==> config.mk <==
export PLATFORM = sky130hd
export DESIGN_NAME = mem_line_reader
export DESIGN_NICKNAME = d
export VERILOG_FILES = /design/src/rtl/mem_rd_pkg.sv /design/src/rtl/mem_line_reader_buf.sv /design/src/rtl/mem_line_reader.sv
export SDC_FILE = /design/constraint.sdc
export NUM_CORES = 1
export LEC_CHECK = 0
export BUFFER_PORTS_ARGS = -buffer_cell sky130_fd_sc_hd__clkbuf_2
export CORE_ASPECT_RATIO = 0.9
export CORE_MARGIN = 4
export CORE_UTILIZATION = 40
export CTS_BUF_LIST = sky130_fd_sc_hd__clkbuf_4
export DETAILED_ROUTE_END_ITERATION = 16
export HOLD_SLACK_MARGIN = 0.15
export MAX_ROUTING_LAYER = met4
export PLACE_DENSITY_LB_ADDON = 0.3
export SLEW_MARGIN = 20
export SYNTH_ARGS = -nofsm -noshare
export SYNTH_HDL_FRONTEND = slang
export SYNTH_SLANG_ARGS = --single-unit
==> constraint.sdc <==
create_clock -name clk -period 2.2 [get_ports clk]
set_input_delay 0.11 -clock clk [delete_from_list [all_inputs] [get_ports clk]]
set_output_delay 0.11 -clock clk [all_outputs]
set_load 0.02 [all_outputs]
==> src/rtl/mem_rd_pkg.sv <==
// Shared constants, state encoding and address-field helpers for the
// main-memory line reader.
package mem_rd_pkg;

  localparam int MEM_BYTES   = 32'h8000;
  localparam int MEM_ADDR_W  = $clog2(MEM_BYTES);
  localparam int LINE_BYTES  = 32;
  localparam int OFS_W       = $clog2(LINE_BYTES);
  localparam int LINE_W      = MEM_ADDR_W - OFS_W;
  localparam int LINE_DATA_W = LINE_BYTES * 8;

  typedef logic [2:0] state_t;

  localparam state_t ST_IDLE   = 3'd0;
  localparam state_t ST_REQ    = 3'd1;
  localparam state_t ST_WAIT   = 3'd2;
  localparam state_t ST_STREAM = 3'd3;
  localparam state_t ST_FIN    = 3'd4;

  // Byte address layout: row [14:12], line-in-row [11:5], col [4:2], bank [1:0].
  function automatic logic [2:0] addr_row(input logic [MEM_ADDR_W-1:0] a);
    return a[14:12];
  endfunction

  function automatic logic [6:0] addr_lir(input logic [MEM_ADDR_W-1:0] a);
    return a[11:5];
  endfunction

  function automatic logic [2:0] addr_col(input logic [MEM_ADDR_W-1:0] a);
    return a[4:2];
  endfunction

  function automatic logic [1:0] addr_bank(input logic [MEM_ADDR_W-1:0] a);
    return a[1:0];
  endfunction

  function automatic logic [LINE_W-1:0] addr_line(input logic [MEM_ADDR_W-1:0] a);
    return a[MEM_ADDR_W-1:OFS_W];
  endfunction

endpackage

==> src/rtl/mem_line_reader_buf.sv <==
// Line buffer: holds one fetched 256-bit memory line and selects one byte
// by its in-line offset {col, bank}.
module mem_line_reader_buf
  import mem_rd_pkg::*;
(
  input  logic                   clk,
  input  logic                   rst_n,
  input  logic                   load,
  input  logic [LINE_DATA_W-1:0] line_in,
  input  logic [OFS_W-1:0]       sel,
  output logic [7:0]             byte_out
);

  logic [LINE_DATA_W-1:0] line_q;

  // Cleared on reset so a read landing mid-reset never leaks into a later transfer.
  always_ff @(posedge clk) begin
    if (!rst_n) begin
      line_q <= '0;
    end else if (load) begin
      line_q <= line_in;
    end
  end

  assign byte_out = line_q[{sel, 3'b000} +: 8];

endmodule

==> src/rtl/mem_line_reader.sv <==
// Read-side engine: fetches 32-byte lines from main memory and streams a
// byte range out over valid/ready, one byte per cycle.
//
//   state     | meaning
//   ----------+--------------------------------------------------
//   IDLE      | waiting for start
//   REQ       | mem_req high for current line, waiting for mem_gnt
//   WAIT      | granted, waiting for mem_rd_valid
//   STREAM    | presenting buffered bytes to the consumer
//   FIN       | one-cycle done pulse
module mem_line_reader
  import mem_rd_pkg::*;
#(
  parameter int ADDR_W = MEM_ADDR_W,
  parameter int CNT_W  = 16
) (
  input  logic                      clk,
  input  logic                      rst_n,
  input  logic                      start,
  input  logic [ADDR_W-1:0]         start_addr,
  input  logic [CNT_W-1:0]          byte_cnt,
  output logic                      busy,
  output logic                      done,
  output logic                      mem_req,
  output logic [ADDR_W-OFS_W-1:0]   mem_line,
  input  logic                      mem_gnt,
  input  logic                      mem_rd_valid,
  input  logic [LINE_DATA_W-1:0]    mem_rd_data,
  output logic                      out_valid,
  output logic [7:0]                out_data,
  output logic                      out_last,
  input  logic                      out_ready
);

  state_t            state;
  logic [ADDR_W-1:0] addr;
  logic [CNT_W-1:0]  remaining;
  logic [7:0]        buf_byte;
  logic              buf_load;
  logic              xfer;
  logic              last_in_line;
  logic              last_byte;

  assign xfer         = out_valid && out_ready;
  assign last_in_line = (addr[OFS_W-1:0] == OFS_W'(LINE_BYTES - 1));
  assign last_byte    = (remaining == CNT_W'(1));
  assign buf_load     = (state == ST_WAIT) && mem_rd_valid;

  // addr wraps naturally at 2^ADDR_W, so line 0 follows the top line.
  always_ff @(posedge clk) begin
    if (!rst_n) begin
      state     <= ST_IDLE;
      addr      <= '0;
      remaining <= '0;
    end else begin
      case (state)
        ST_IDLE: begin
          if (start) begin
            addr      <= start_addr;
            remaining <= byte_cnt;
            state     <= (byte_cnt == '0) ? ST_FIN : ST_REQ;
          end
        end
        ST_REQ: begin
          if (mem_gnt) state <= ST_WAIT;
        end
        ST_WAIT: begin
          if (mem_rd_valid) state <= ST_STREAM;
        end
        ST_STREAM: begin
          if (xfer) begin
            addr      <= addr + ADDR_W'(1);
            remaining <= remaining - CNT_W'(1);
            if (last_byte) begin
              state <= ST_FIN;
            end else if (last_in_line) begin
              state <= ST_REQ;
            end
          end
        end
        ST_FIN: begin
          state <= ST_IDLE;
        end
        default: begin
          state <= ST_IDLE;
        end
      endcase
    end
  end

  mem_line_reader_buf u_buf (
    .clk      (clk),
    .rst_n    (rst_n),
    .load     (buf_load),
    .line_in  (mem_rd_data),
    .sel      (addr[OFS_W-1:0]),
    .byte_out (buf_byte)
  );

  assign busy      = (state != ST_IDLE);
  assign done      = (state == ST_FIN);
  assign mem_req   = (state == ST_REQ);
  assign mem_line  = mem_req ? addr[ADDR_W-1:OFS_W] : '0;
  assign out_valid = (state == ST_STREAM);
  assign out_data  = out_valid ? buf_byte : 8'h00;
  assign out_last  = out_valid && last_byte;

endmodule

==> results.cfg, run 1 <==
[setup_path]
critPathMaxFanout = 6
crit_buf_inv = 2
start_kind = flip-flop
path_delay_family = multiplexers
timing.rr.start = state[0]
crit_start = addr[0]
critical-path-slowest-cell = mux4_2
crit_path_end_kind = primary output
critPathArrivalTime_ns = 2.62
required_ns = 2.09
path_cells = buf_4, mux4_2, mux2_2, o22ai_2, nor4_2, clkbuf_2
critical_path_class = flip-flop to primary output
critPathMaxStageDelay_ns = 0.50

[layout]
nNetsFinal = 2602
finalCoreUtilization = 0.654
final_cells = 2780
most-common-layout-cells = nand2_1, dlygate4sd3_1, clkbuf_2
mostFrequentLayoutCell = nand2_1
final_layout_size_suffix_gt1_frac = 0.289
area_growth_pct = 60.3

[detailed_routing]
wl_met2_mm = 26.4
drt-wirelength-per-cell_um = 19.8
vias = 15300
totalWireLength_mm = 55.2
drt-met1-wl_mm = 21.3
top_layer_used = met4
drc = 0
viasPerCell = 5.49
ant_nets = 0
first_iter_violations = 1362
met3WireLength_mm = 4.67
drt_pass1_iterations = 5

[worst_hold_path]
hp-class = input port to flip-flop
min-delay-start = mem_rd_data[155]

[pwr]
power_density_nw_per_um2 = 662
p_leak_nw = 8.01
max-vdd-ir-drop_mv = 0.332

[logic_synthesis]
syn-num-nets = 1872
synth_edf_count = 0
synth_seq_area_share = 0.444
mappedNetlistArea_um2 = 13100
async_reset_ff_frac = 0
yosys_register_bits = 290
yosysWarnings = 0
ys_dominant_reg_cell = dfxtp_1
synth_cell_types = 57
synthCells = 1575
syn_area_per_cell_um2 = 8.30

[floorplan]
row_count = 62
die_height_um = 179
start_util = 0.408
coreArea_um2 = 32000
dieArea_um2 = 35600
ioPinCount = 316
die_w_um = 199

[placement]
place_congestion = 0.917
dp_hpwl_mm = 32.7
place_ws_ns = -0.0108
portBuffers = 315
dp.cells = 2224

[sta]
timing.hold.ws_ns = 0.190
rsz0062_at_grt = true
final.setup.tns_ns = -4.01
setup_slack_ns = -0.525
period_share = 1.24
max_freq_mhz = 367
slew_viol_final = 0
worst_clock_skew_ns = 0.0421
tightest_slew_ns = 0.671
slew_headroom = 0.552
finalHoldViolations = 0
fin_crit_ns = 2.73
setup_viol = 11

[clock_tree]
cts.path.max_buffers = 3
cts.clk_slew.worst_paths_ns = 0.06
cts_tree = done
insertion_delay_ns = 0.69
cts_max_level = 3
cts_buffers = 77
clock_tree.root_cell = clkbuf_4
clock_sinks = 290

[grt]
track_usage = 0.296
grt_pass1_vias = 15200
grt_antenna_before_repair = 6
grt_overflow = 0
grt_pass1_wl_mm = 81.2
grt_max_degree = 84

[status]
violations = setup timing
status = complete, but fails checks

[job]
maxCapViolations = 0
synthesized netlist by cell type (all sizes together) (2+ instances only):
master,n,share of area
nand2,552,0.16
dfxtp,290,0.44
a21oi,284,0.11
buf,85,0.036
mux4,65,0.11
clkbuf,45,0.013
nor2,37,0.011
o21ai,27,0.010
nor4,21,0.011
o22ai,19,0.0091
mux2,16,0.014
a211oi,14,0.0080
nand3,12,0.0046
and2,10,0.0048
nor3,10,0.0042
inv,9,0.0026
nor2b,8,0.0038
or3,6,0.0030
a31oi,5,0.0024
o21a,5,0.0029
o31ai,5,0.0029
a22o,4,0.0027
a32o,4,0.0031
ha,4,0.0038
nand2b,4,0.0019
nand3b,4,0.0035
nor3b,4,0.0027
nand4,3,0.0014
a22oi,2,0.0011
a2bb2oi,2,0.0013
a311oi,2,0.0013
and3,2,0.00096
or3b,2,0.0013
cell families after synthesis:
group,Yosys count,synth area share
and+or+nand+nor,680,0.216
adders and majority gates,4,0.00383
buffers and inverters,139,0.0510
DFF,290,0.444
AOI/OAI and AO/OA,381,0.160
muxes,81,0.126
worst min-delay path, delay by kind of cell:
kind / cells / cell delay, ns
buffers and inverters: 2 / 0.63
AND/OR/NAND/NOR: 1 / 0.05
AO/OA/AOI/OAI: 1 / 0.05
metal layers:
| metal | up-vias | track usage |
|---|---|---|
| met2 | 928 | 0.479 |
| li1 | 6929 | - |
| met1 | 7191 | 0.359 |
| met4 | 0 | 0.140 |
| met5 | - | - |
| met3 | 224 | 0.0500 |
state kept, by name (all words and copies together) (netlist names):
| name | cells |
|---|---|
| remaining | 16 |
| state | 3 |
| u_buf.line_q | 256 |
| addr | 15 |
metrics by stage:
step                      cell area, um^2  total power, W
after floorplan                     13100         0.00712
after global placement              15200         0.00791
after detailed placement            15200         0.00796
after CTS                           20500          0.0136
after global routing                21000          0.0145
final                               21000          0.0139
path summary, 6_finish.rpt:
path                                          end  slack [ns]  cells past startpoint
worst max register to register  u_buf.line_q[100]        0.04                      9
worst min-delay path            u_buf.line_q[155]        0.19                      4
worst min register to register  u_buf.line_q[223]        0.45                      2
worst max-delay path                  out_data[3]       -0.53                      6
final cells by class:
type                    count  area, um^2
inverters                   9        48.8
fillers                  2471       11100
flip-flops and latches    290        5820
multi-input cells        1146        7000
well taps                 416         520
diodes                      8        20.0
repair buffers            781        6550
clock inverters            22         185
clock buffers             108         811
timing repair:
| action | 4_1_cts | 5_1_grt |
|---|---|---|
| hold endpoints to repair | 290 | 0 |
| resized for setup | 65 | 78 |
| pin swaps | 14 | 19 |
| endpoints found under the setup margin | 10 | 58 |
| buffers inserted | 15 | 28 |
| cloned | 4 | 4 |
| hold buffers | 378 | 0 |
power breakdown:
group | switching [W] | internal, W | leakage [nW]
registers | 0.000245 | 0.00551 | 2.35
logic | 0.00155 | 0.00165 | 5.09
clock network | 0.00230 | 0.00262 | 0.575
No activity file was read; power rests on OpenSTA's default activity.
==> run 2: changes to the inputs <==
SETUP_SLACK_MARGIN = 0.02   (was unset)
SKIP_LAST_GASP = 1   (was unset)
==> run 2 against run 1 <==
Net effect:
- the run still ends with setup timing left
- worst hold slack gained 0.0057 ns
- cell count is essentially flat
- via count shrank 0.81%
- sequential share of layout area is essentially flat
- critical path depth is the same
- fmax grew 0.30%
- first-iteration DRC count shrank 2.9%
- count of clock-buffer cells in the layout is the same
- highest routed layer unchanged
==> results.cfg, run 2 (synthesized netlist as in run 1, its figures left out) <==
[pwr]
p_leak_nw = 8.02
power_density_nw_per_um2 = 662
max-vdd-ir-drop_mv = 0.332

[placement]
dp_hpwl_mm = 32.7
portBuffers = 315
dp.cells = 2224
place_congestion = 0.917

[setup_path]
start_kind = flip-flop
crit_path_end_kind = primary output
path_cells = buf_4, mux4_2, mux2_2, o22ai_2, nor4_2, clkbuf_2
path_delay_family = multiplexers
crit_buf_inv = 2
required_ns = 2.09
critical-path-slowest-cell = mux4_2
critical_path_class = flip-flop to primary output
critPathMaxFanout = 6
critPathArrivalTime_ns = 2.61
critPathMaxStageDelay_ns = 0.49

[floorplan]
row_count = 62
coreArea_um2 = 32000
die_w_um = 199
die_height_um = 179
start_util = 0.408
dieArea_um2 = 35600
ioPinCount = 316

[detailed_routing]
totalWireLength_mm = 55.2
ant_nets = 0
vias = 15100
drc = 0
first_iter_violations = 1323
viasPerCell = 5.45
drt_pass1_iterations = 6
drt-wirelength-per-cell_um = 19.8

[clock_tree]
cts_tree = done
insertion_delay_ns = 0.68
clock_tree.root_cell = clkbuf_4
cts_max_level = 3
cts_buffers = 77
cts.clk_slew.worst_paths_ns = 0.06
clock_sinks = 290
cts.path.max_buffers = 3

[sta]
finalHoldViolations = 0
tightest_slew_ns = 0.666
max_freq_mhz = 368
setup_slack_ns = -0.517
slew_headroom = 0.555
worst_clock_skew_ns = 0.0424
slew_viol_final = 0
period_share = 1.23
rsz0062_at_grt = true
fin_crit_ns = 2.72
setup_viol = 20

[grt]
grt_pass1_wl_mm = 81.1
track_usage = 0.295
grt_overflow = 0
grt_pass1_vias = 15200
grt_max_degree = 84
grt_antenna_before_repair = 8

[layout]
final_layout_size_suffix_gt1_frac = 0.292
nNetsFinal = 2602
reg_top3 = u_buf.line_q (256), remaining (16), addr (15)
n_fill_cell = 2472
final_cells = 2782
most-common-layout-cells = nand2_1, dlygate4sd3_1, clkbuf_2
largest-register = u_buf.line_q
mostFrequentLayoutCell = nand2_1
finalCoreUtilization = 0.655
area_growth_pct = 60.5
largest_reg_flops = 256

[status]
violations = setup timing
status = complete, but fails checks

[job]
maxCapViolations = 0

[worst_hold_path]
hp-class = input port to flip-flop
[run 2: changes by cell type in the layout (fill, tap and decap cells not counted), sizes merged]
cell,previous run,this run
dlygate4sd3,371,367
buf,101,103
clkbuf,414,416
diode,8,10
[run 2: worst register-to-register path: cells and delay by family (launching register included)]
family                   cells  cell delay, ns
buffers and inverters        5            0.63
adder cells (fa/ha/maj)      2            0.44
AO/OA/AOI/OAI                2            0.56
flip-flops                   1            0.41
AND/OR/NAND/NOR              1            0.11
[run 2: final cells by class]
cell class | instances | area, um^2 | area share
inverters | 9 | 48.8 | 0.00233
clock inverters | 22 | 185 | 0.00883
multi-input cells | 1146 | 7020 | 0.335
well taps | 416 | 520 | 0.0248
clock buffers | 108 | 811 | 0.0386
flip-flops and latches | 290 | 5820 | 0.277
repair buffers | 781 | 6550 | 0.312
diodes | 10 | 25.0 | 0.00119
[run 2: worst paths after layout]
check / start / end / slack, ns / cells after the start
worst max-delay path: addr[0] / out_data[3] / -0.52 / 6
worst min-delay path: mem_rd_data[155] / u_buf.line_q[155] / 0.20 / 4
worst max register to register: addr[0] / state[0] / -0.01 / 10
worst min register to register: u_buf.line_q[217] / u_buf.line_q[217] / 0.45 / 2
[run 2: what timing repair did]
item                       in CTS  in global routing
hold endpoints to repair      290                  0
gates resized for setup        66                 80
setup buffers                  16                 30
setup endpoints to repair      10                 64
pin swaps                      17                 14
hold buffers                  374                  0
cloned                          4                  5
[run 2: per-layer routing]
metal  global-route usage  part of all wire  up-vias  routed length, um
met5                    -                 0        -                  0
met4                0.141             0.049        0               2720
met3               0.0517             0.092      201               5070
met2                0.478              0.48      913              26700
met1                0.357              0.37     7106              20700
li1                     -                 -     6928                  -
[run 2: through the flow]
stage | power (W) | setup TNS (ns) | hold WS (ns) | instance area, um^2 | setup slack, ns
6_report | 0.0139 | -4.56 | 0.195 | 21000 | -0.517
3_5_place_dp | 0.00796 | -0.0110 | 0.339 | 15200 | -0.0108
2_1_floorplan | 0.00712 | 0 | 0.246 | 13100 | 0.154
3_3_place_gp | 0.00791 | -0.00205 | 0.337 | 15200 | -0.00205
4_1_cts | 0.0136 | -4.29 | 0.150 | 20500 | -0.559
5_1_grt | 0.0145 | -7.70 | 0.152 | 21000 | -0.602
[run 2: power breakdown]
group | internal [W] | switching [W]
sequential | 0.00551 | 0.000245
combinational | 0.00166 | 0.00156
clock | 0.00262 | 0.00229
total | 0.00980 | 0.00410
